**src/rtl/hand_deal_ctrl_pkg.sv**
```systemverilog
// Shared card types, rank limits and FSM states
// for the hand dealing controller.
package hand_deal_ctrl_pkg;

  typedef struct packed {
    logic [1:0] suit;
    logic [3:0] rank;
  } card_t;

  localparam logic [3:0] RANK_MIN = 4'd1;
  localparam logic [3:0] RANK_MAX = 4'd13;

  typedef enum logic [1:0] {
    IDLE,
    DEAL,
    WAIT_FULL,
    DONE
  } state_e;

  function automatic logic rank_bad(input card_t c);
    return (c.rank < RANK_MIN) || (c.rank > RANK_MAX);
  endfunction

endpackage

```
**src/rtl/hand_deal_ctrl_dup_check.sv**
```systemverilog
// Per-deal card history: registered entries with
// valid bits and a combinational match flag.
module card_dup_check
  import hand_deal_ctrl_pkg::*;
#(
  parameter int N = 5
) (
  input  logic       clk,
  input  logic       rst_n,
  input  logic       clr_i,
  input  logic       wr_i,
  input  logic [2:0] idx_i,
  input  logic [5:0] card_i,
  output logic       match_o
);

  logic [N-1:0] vld_q;
  logic [5:0]   ent_q [N];

  always_ff @(posedge clk or negedge rst_n) begin
    if (!rst_n) begin
      vld_q <= '0;
      for (int i = 0; i < N; i++) begin
        ent_q[i] <= '0;
      end
    end else if (clr_i) begin
      vld_q <= '0;
    end else if (wr_i) begin
      vld_q[idx_i] <= 1'b1;
      ent_q[idx_i] <= card_i;
    end
  end

  always_comb begin
    match_o = 1'b0;
    for (int i = 0; i < N; i++) begin
      if (vld_q[i] && (ent_q[i] == card_i)) begin
        match_o = 1'b1;
      end
    end
  end

endmodule

```
**src/rtl/hand_deal_ctrl.sv**
```systemverilog
// Deals HAND_SIZE validated, unique cards into
// the hand memory and waits for its full flag.
module hand_deal_ctrl
  import hand_deal_ctrl_pkg::*;
#(
  parameter int HAND_SIZE    = 5,
  parameter int FULL_TIMEOUT = 15
) (
  input  logic       clk,
  input  logic       rst_n,
  input  logic       start,
  input  logic       abort,
  input  logic       in_valid,
  input  logic [5:0] in_card,
  output logic       in_ready,
  output logic       mem_we,
  output logic [2:0] mem_waddr,
  output logic [5:0] mem_card,
  input  logic       mem_hand_full,
  output logic       busy,
  output logic [2:0] dealt_count,
  output logic       deal_done,
  output logic       bad_err,
  output logic       dup_err,
  output logic       timeout_err
);

  localparam int TW = $clog2(FULL_TIMEOUT + 1);

  state_e        state_q, state_d;
  logic [3:0]    cnt_q, cnt_d;
  logic [TW-1:0] tmr_q, tmr_d;
  logic          we_q, we_d;
  logic [2:0]    wa_q, wa_d;
  logic [5:0]    wc_q, wc_d;
  logic          bad_q, bad_d;
  logic          dup_q, dup_d;
  logic          tmo_q, tmo_d;

  logic rdy, acc, bad, hit, wr_ok, clr;

  assign rdy   = (state_q == DEAL)
              && (cnt_q < 4'(HAND_SIZE));
  assign acc   = in_valid && rdy && !abort;
  assign bad   = rank_bad(card_t'(in_card));
  assign wr_ok = acc && !bad && !hit;
  assign clr   = (state_q == IDLE) && start;

  card_dup_check #(
    .N(HAND_SIZE)
  ) u_dup (
    .clk    (clk),
    .rst_n  (rst_n),
    .clr_i  (clr),
    .wr_i   (wr_ok),
    .idx_i  (cnt_q[2:0]),
    .card_i (in_card),
    .match_o(hit)
  );

  always_comb begin
    state_d = state_q;
    cnt_d   = cnt_q;
    tmr_d   = tmr_q;
    we_d    = wr_ok;
    wa_d    = wa_q;
    wc_d    = wc_q;
    bad_d   = acc && bad;
    dup_d   = acc && !bad && hit;
    tmo_d   = 1'b0;
    if (wr_ok) begin
      wa_d  = cnt_q[2:0];
      wc_d  = in_card;
      cnt_d = cnt_q + 4'd1;
    end
    unique case (state_q)
      IDLE: begin
        if (start) begin
          state_d = DEAL;
          cnt_d   = '0;
          tmr_d   = '0;
        end
      end
      DEAL: begin
        if (abort) begin
          state_d = IDLE;
        end else if (wr_ok
            && cnt_q == 4'(HAND_SIZE - 1)) begin
          state_d = WAIT_FULL;
          tmr_d   = '0;
        end
      end
      WAIT_FULL: begin
        if (abort) begin
          state_d = IDLE;
        end else if (mem_hand_full) begin
          state_d = DONE;
        end else if (tmr_q
            == TW'(FULL_TIMEOUT - 1)) begin
          state_d = IDLE;
          tmo_d   = 1'b1;
        end else begin
          tmr_d = tmr_q + TW'(1);
        end
      end
      DONE: state_d = IDLE;
      default: state_d = IDLE;
    endcase
  end

  always_ff @(posedge clk or negedge rst_n) begin
    if (!rst_n) begin
      state_q <= IDLE;
      cnt_q   <= '0;
      tmr_q   <= '0;
      we_q    <= 1'b0;
      wa_q    <= '0;
      wc_q    <= '0;
      bad_q   <= 1'b0;
      dup_q   <= 1'b0;
      tmo_q   <= 1'b0;
    end else begin
      state_q <= state_d;
      cnt_q   <= cnt_d;
      tmr_q   <= tmr_d;
      we_q    <= we_d;
      wa_q    <= wa_d;
      wc_q    <= wc_d;
      bad_q   <= bad_d;
      dup_q   <= dup_d;
      tmo_q   <= tmo_d;
    end
  end

  assign in_ready    = rdy;
  assign mem_we      = we_q;
  assign mem_waddr   = wa_q;
  assign mem_card    = wc_q;
  assign busy        = (state_q != IDLE);
  assign dealt_count = cnt_q[2:0];
  assign deal_done   = (state_q == DONE);
  assign bad_err     = bad_q;
  assign dup_err     = dup_q;
  assign timeout_err = tmo_q;

endmodule

```
**config.mk**
```make
export PLATFORM = sky130hd
export DESIGN_NAME = hand_deal_ctrl
export DESIGN_NICKNAME = d
export VERILOG_FILES = /design/src/rtl/hand_deal_ctrl_pkg.sv /design/src/rtl/hand_deal_ctrl_dup_check.sv /design/src/rtl/hand_deal_ctrl.sv
export SDC_FILE = /design/constraint.sdc
export NUM_CORES = 1
export LEC_CHECK = 0
export CAP_MARGIN = 20
export CELL_PAD_IN_SITES_DETAIL_PLACEMENT = 0
export CELL_PAD_IN_SITES_GLOBAL_PLACEMENT = 2
export CORE_UTILIZATION = 38
export DETAILED_ROUTE_END_ITERATION = 8
export GPL_TIMING_DRIVEN = 1
export PLACE_DENSITY_LB_ADDON = 0.1
export SLEW_MARGIN = 25
export SYNTH_ARGS = -nofsm -noshare
export SYNTH_HDL_FRONTEND = slang
export SYNTH_SLANG_ARGS = --single-unit
export TNS_END_PERCENT = 20
```
**constraint.sdc**
```tcl
create_clock -name clk -period 2.6 [get_ports clk]
set_input_delay 0.52 -clock clk [delete_from_list [all_inputs] [get_ports clk]]
set_output_delay 0.52 -clock clk [all_outputs]
set_load 0.02 [all_outputs]
```
==> results.toml <==
[routing]
drt_first_pass_iters = 4
wl_per_cell_microns = 15.7
dr.first_iter.drc_count = 81
ant_nets = 0
wirelength_microns = 6530
drc = 0
via_per_inst = 4.81
dr_total_vias = 2007

[floorplan]
ioPinCount = 31
die_w_microns = 91.0
start_util_pct = 39.2
num_rows = 32
core_sq_um = 7690
dieArea_sq_um = 8280
dieHeight_microns = 91.0

[critical_path]
crit_fanout = 7
critPathMaxStageDelay_ns = 0.60
crit_chain = "dlygate4sd2_1 -> buf_6 -> xnor2_1 -> nand4_1 -> o22ai_1 -> or4_4 -> or4b_4 -> mux2_4"
cp-start-kind = "input pin"
cp-end-kind = "register"
crit_slowest_cell = "or4b_4"
worst-setup-path-type = "in2reg"
required_ns = 2.81
crit_arrival_ns = 2.76

[pwr]
seqPwrFrac_pct = 44.1
combPwrFrac_pct = 33.1
power.internal_mw = 2.16
power.density_nw_per_um2 = 807
p_sw_mw = 0.957
p_leak_nw = 1.81
p_clk_share_pct = 22.8
sw_frac_of_total_pct = 30.7
vdd_drop_max_mv = 0.417

[clock_network]
cts.clk_slew.worst_paths_ns = 0.06
cts_hold_buffers = 0
cts_max_level = 3
cts.sinks = 58
cts_buffer_depth = 2
root_buffer = "clkbuf_8"
cts_buffers = 9
cts_tree = "yes"
clk_latency_ns = 0.33

[sta]
period_needed_ns = 2.55
max_slew_margin_pct = 57.7
skew_ns = 0.00713
tightestPinTransition_ns = 0.634
fmax_mhz = 392
fin_crit_sh_pct = 98.1
setup-violations-final = 0
slew_viol_final = 0
hold_viol = 0
rsz0062_at_grt = "no"

[final_layout]
drive_gt1_share_pct = 32.4
area.growth.synth_to_final_pct = 28.3
fin_nets = 326
antennaDiodeCount = 0
instances_no_fill = 417
utilization_pct = 50.3
fin_area_sq_um = 3860

[grt]
grt_pass1_wl_microns = 11000
grtUsageTotal_pct = 17.3
gr-total-overflow = 0
grt_start_max_net_pins = 35
grt_antenna_before_repair = 0
grt_pass1_vias = 2078

[yosys]
synth_xor_area_share_pct = 8.73
synth_top_family_by_area = "multiplexers"
synth_adder_area_share_pct = 1.66
synthesis.area_sq_um = 3010
yosysUniqueCellTypes = 41
synth_fp_nets = 266
post_synth.cell_area_avg_sq_um = 12.0
synth-edff-count = 0
ys_async_sr_fraction_pct = 100
synthMuxAreaShare_pct = 16.8
synthFlopType = "dfrtp_1"
ys_seq_area_share_pct = 48.2
yosys.area_share.simple_pct = 12.3
synth_compound_area_share_pct = 6.36
ys_ff_latch = 58
netlist_instances = 250
yosys_warnings = 0

[min_path]
hold_path_class = "in2async"

[place]
post-place-cells = 395
hpwl_microns = 4620
placed_area_sq_um = 3600
io_buffers = 30
gpl.final_weighted_congestion = 0.785

[outcome]
status = "complete, no violations"

[job]
maxCapViolCount = 0
[kinds of logic after synthesis]
logic type | count (synthesis)
flops | 58
xor+xnor | 30
fa+ha+maj | 4
buf+inv | 29
mux | 37
simple gates | 61
compound gates | 31
[critical path: cells and delay by family]
kind                   cells  cell delay (ns)
buffers and inverters      2             0.40
AND/OR/NAND/NOR            3             1.30
multiplexers               1             0.33
XOR/XNOR                   1             0.12
AO/OA/AOI/OAI              1             0.09
[power groups by stage]
stage	combinational (mW)	sequential, mW	clock (mW)
floorplan	0.659	1.40	0
global placement	1.01	1.38	0
detailed placement	1.02	1.38	0
CTS	1.04	1.37	0.730
global route	1.11	1.41	0.776
finish	1.03	1.37	0.710
[registers in the layout (all words and copies together), names as in the netlist, 2 cells and up]
signal and cells:
u_dup.ent_q 30, mem_card 6, u_dup.vld_q 5, cnt_q 4
tmr_q 4, mem_waddr 3, state_q 2
[cells in the final DEF (no fill, tap or decap), drive strengths merged, types with 2 or more instances in the layout]
| master | count |
|---|---|
| nor2b | 3 |
| a21o | 2 |
| nor3b | 3 |
| clkbuf | 14 |
| a21oi | 6 |
| nand2 | 12 |
| dlygate4sd2 | 5 |
| nor2 | 10 |
| nand4 | 6 |
| mux2 | 37 |
| and2 | 5 |
| dfrtp | 58 |
| clkinv | 3 |
| or4 | 4 |
| nor4 | 5 |
| buf | 40 |
| xor2 | 9 |
| nand2b | 2 |
| xnor2 | 21 |
| nand3 | 5 |
| o211ai | 2 |
| or4b | 2 |
| o22ai | 2 |
| ha | 4 |
| clkdlybuf4s50 | 22 |
| o21ai | 11 |
| inv | 9 |
[path summary, 6_finish.rpt]
check | start | end | slack [ns] | cells past startpoint
max | in_card[5] | u_dup.ent_q[24]$_DFFE_PN0P_ | 0.05 | 8
min | rst_n | tmr_q[2]$_DFFE_PN0P_ | 0.21 | 1
max reg2reg | u_dup.ent_q[19]$_DFFE_PN0P_ | u_dup.ent_q[24]$_DFFE_PN0P_ | 0.25 | 6
min reg2reg | mem_waddr[2]$_DFFE_PN0P_ | mem_waddr[2]$_DFFE_PN0P_ | 0.48 | 1
max in group asynchronous | rst_n | u_dup.ent_q[19]$_DFFE_PN0P_ | 1.78 | 2
min in group clk | mem_waddr[2]$_DFFE_PN0P_ | mem_waddr[2]$_DFFE_PN0P_ | 0.48 | 1
[synth_stat cells (3+ instances only)]
library cell / count / area, sq um
nand3_1: 5 / 25.0
nor2b_1: 3 / 18.8
xnor2_1: 21 / 184
nand4_1: 6 / 37.5
mux2_4: 24 / 360
a21oi_1: 6 / 30.0
or4_4: 3 / 33.8
buf_6: 5 / 56.3
xor2_1: 9 / 78.8
and2_1: 5 / 31.3
nor3b_1: 3 / 22.5
dfrtp_1: 58 / 1450
o21ai_0: 11 / 55.1
buf_2: 5 / 25.0
nor4_1: 5 / 31.3
nand2_1: 12 / 45.0
clkbuf_1: 3 / 11.3
buf_4: 7 / 52.6
mux2_2: 13 / 146
nor2_1: 10 / 37.5
inv_1: 9 / 33.8
ha_1: 4 / 50.1
[per-layer routing]
metal	global-route usage, %	up-vias	part of all wire (%)
met4	6.35	0	1.3
met1	24.5	989	52
met5	0	-	0
li1	-	988	-
met2	26.1	21	44
met3	3.69	9	2.4
[layout make-up]
type	count	area, sq um
well taps	102	128
clock buffers	13	149
repair buffers	69	662
flip-flops and latches	58	1450
fillers	712	3820
multi-input cells	163	1430
inverters	9	33.8
clock inverters	3	15.0
[what timing repair did]
action,4_1_cts,5_1_grt
pin swaps,7,5
resized for setup,15,10
endpoints found under the setup margin,51,6
buffers inserted,5,2
[per-stage QoR]
step	power (mW)	TNS, ns	setup slack, ns	hold WS [ns]
5_1_grt	3.30	0	0.00918	0.253
4_1_cts	3.14	0	0.0466	0.227
6_report	3.12	0	0.0485	0.211
2_1_floorplan	2.06	-0.603	-0.0275	0.224
3_5_place_dp	2.40	-27.22	-0.590	0.478
3_3_place_gp	2.39	-27.79	-0.601	0.463
Power figures use the tool's default switching activity.
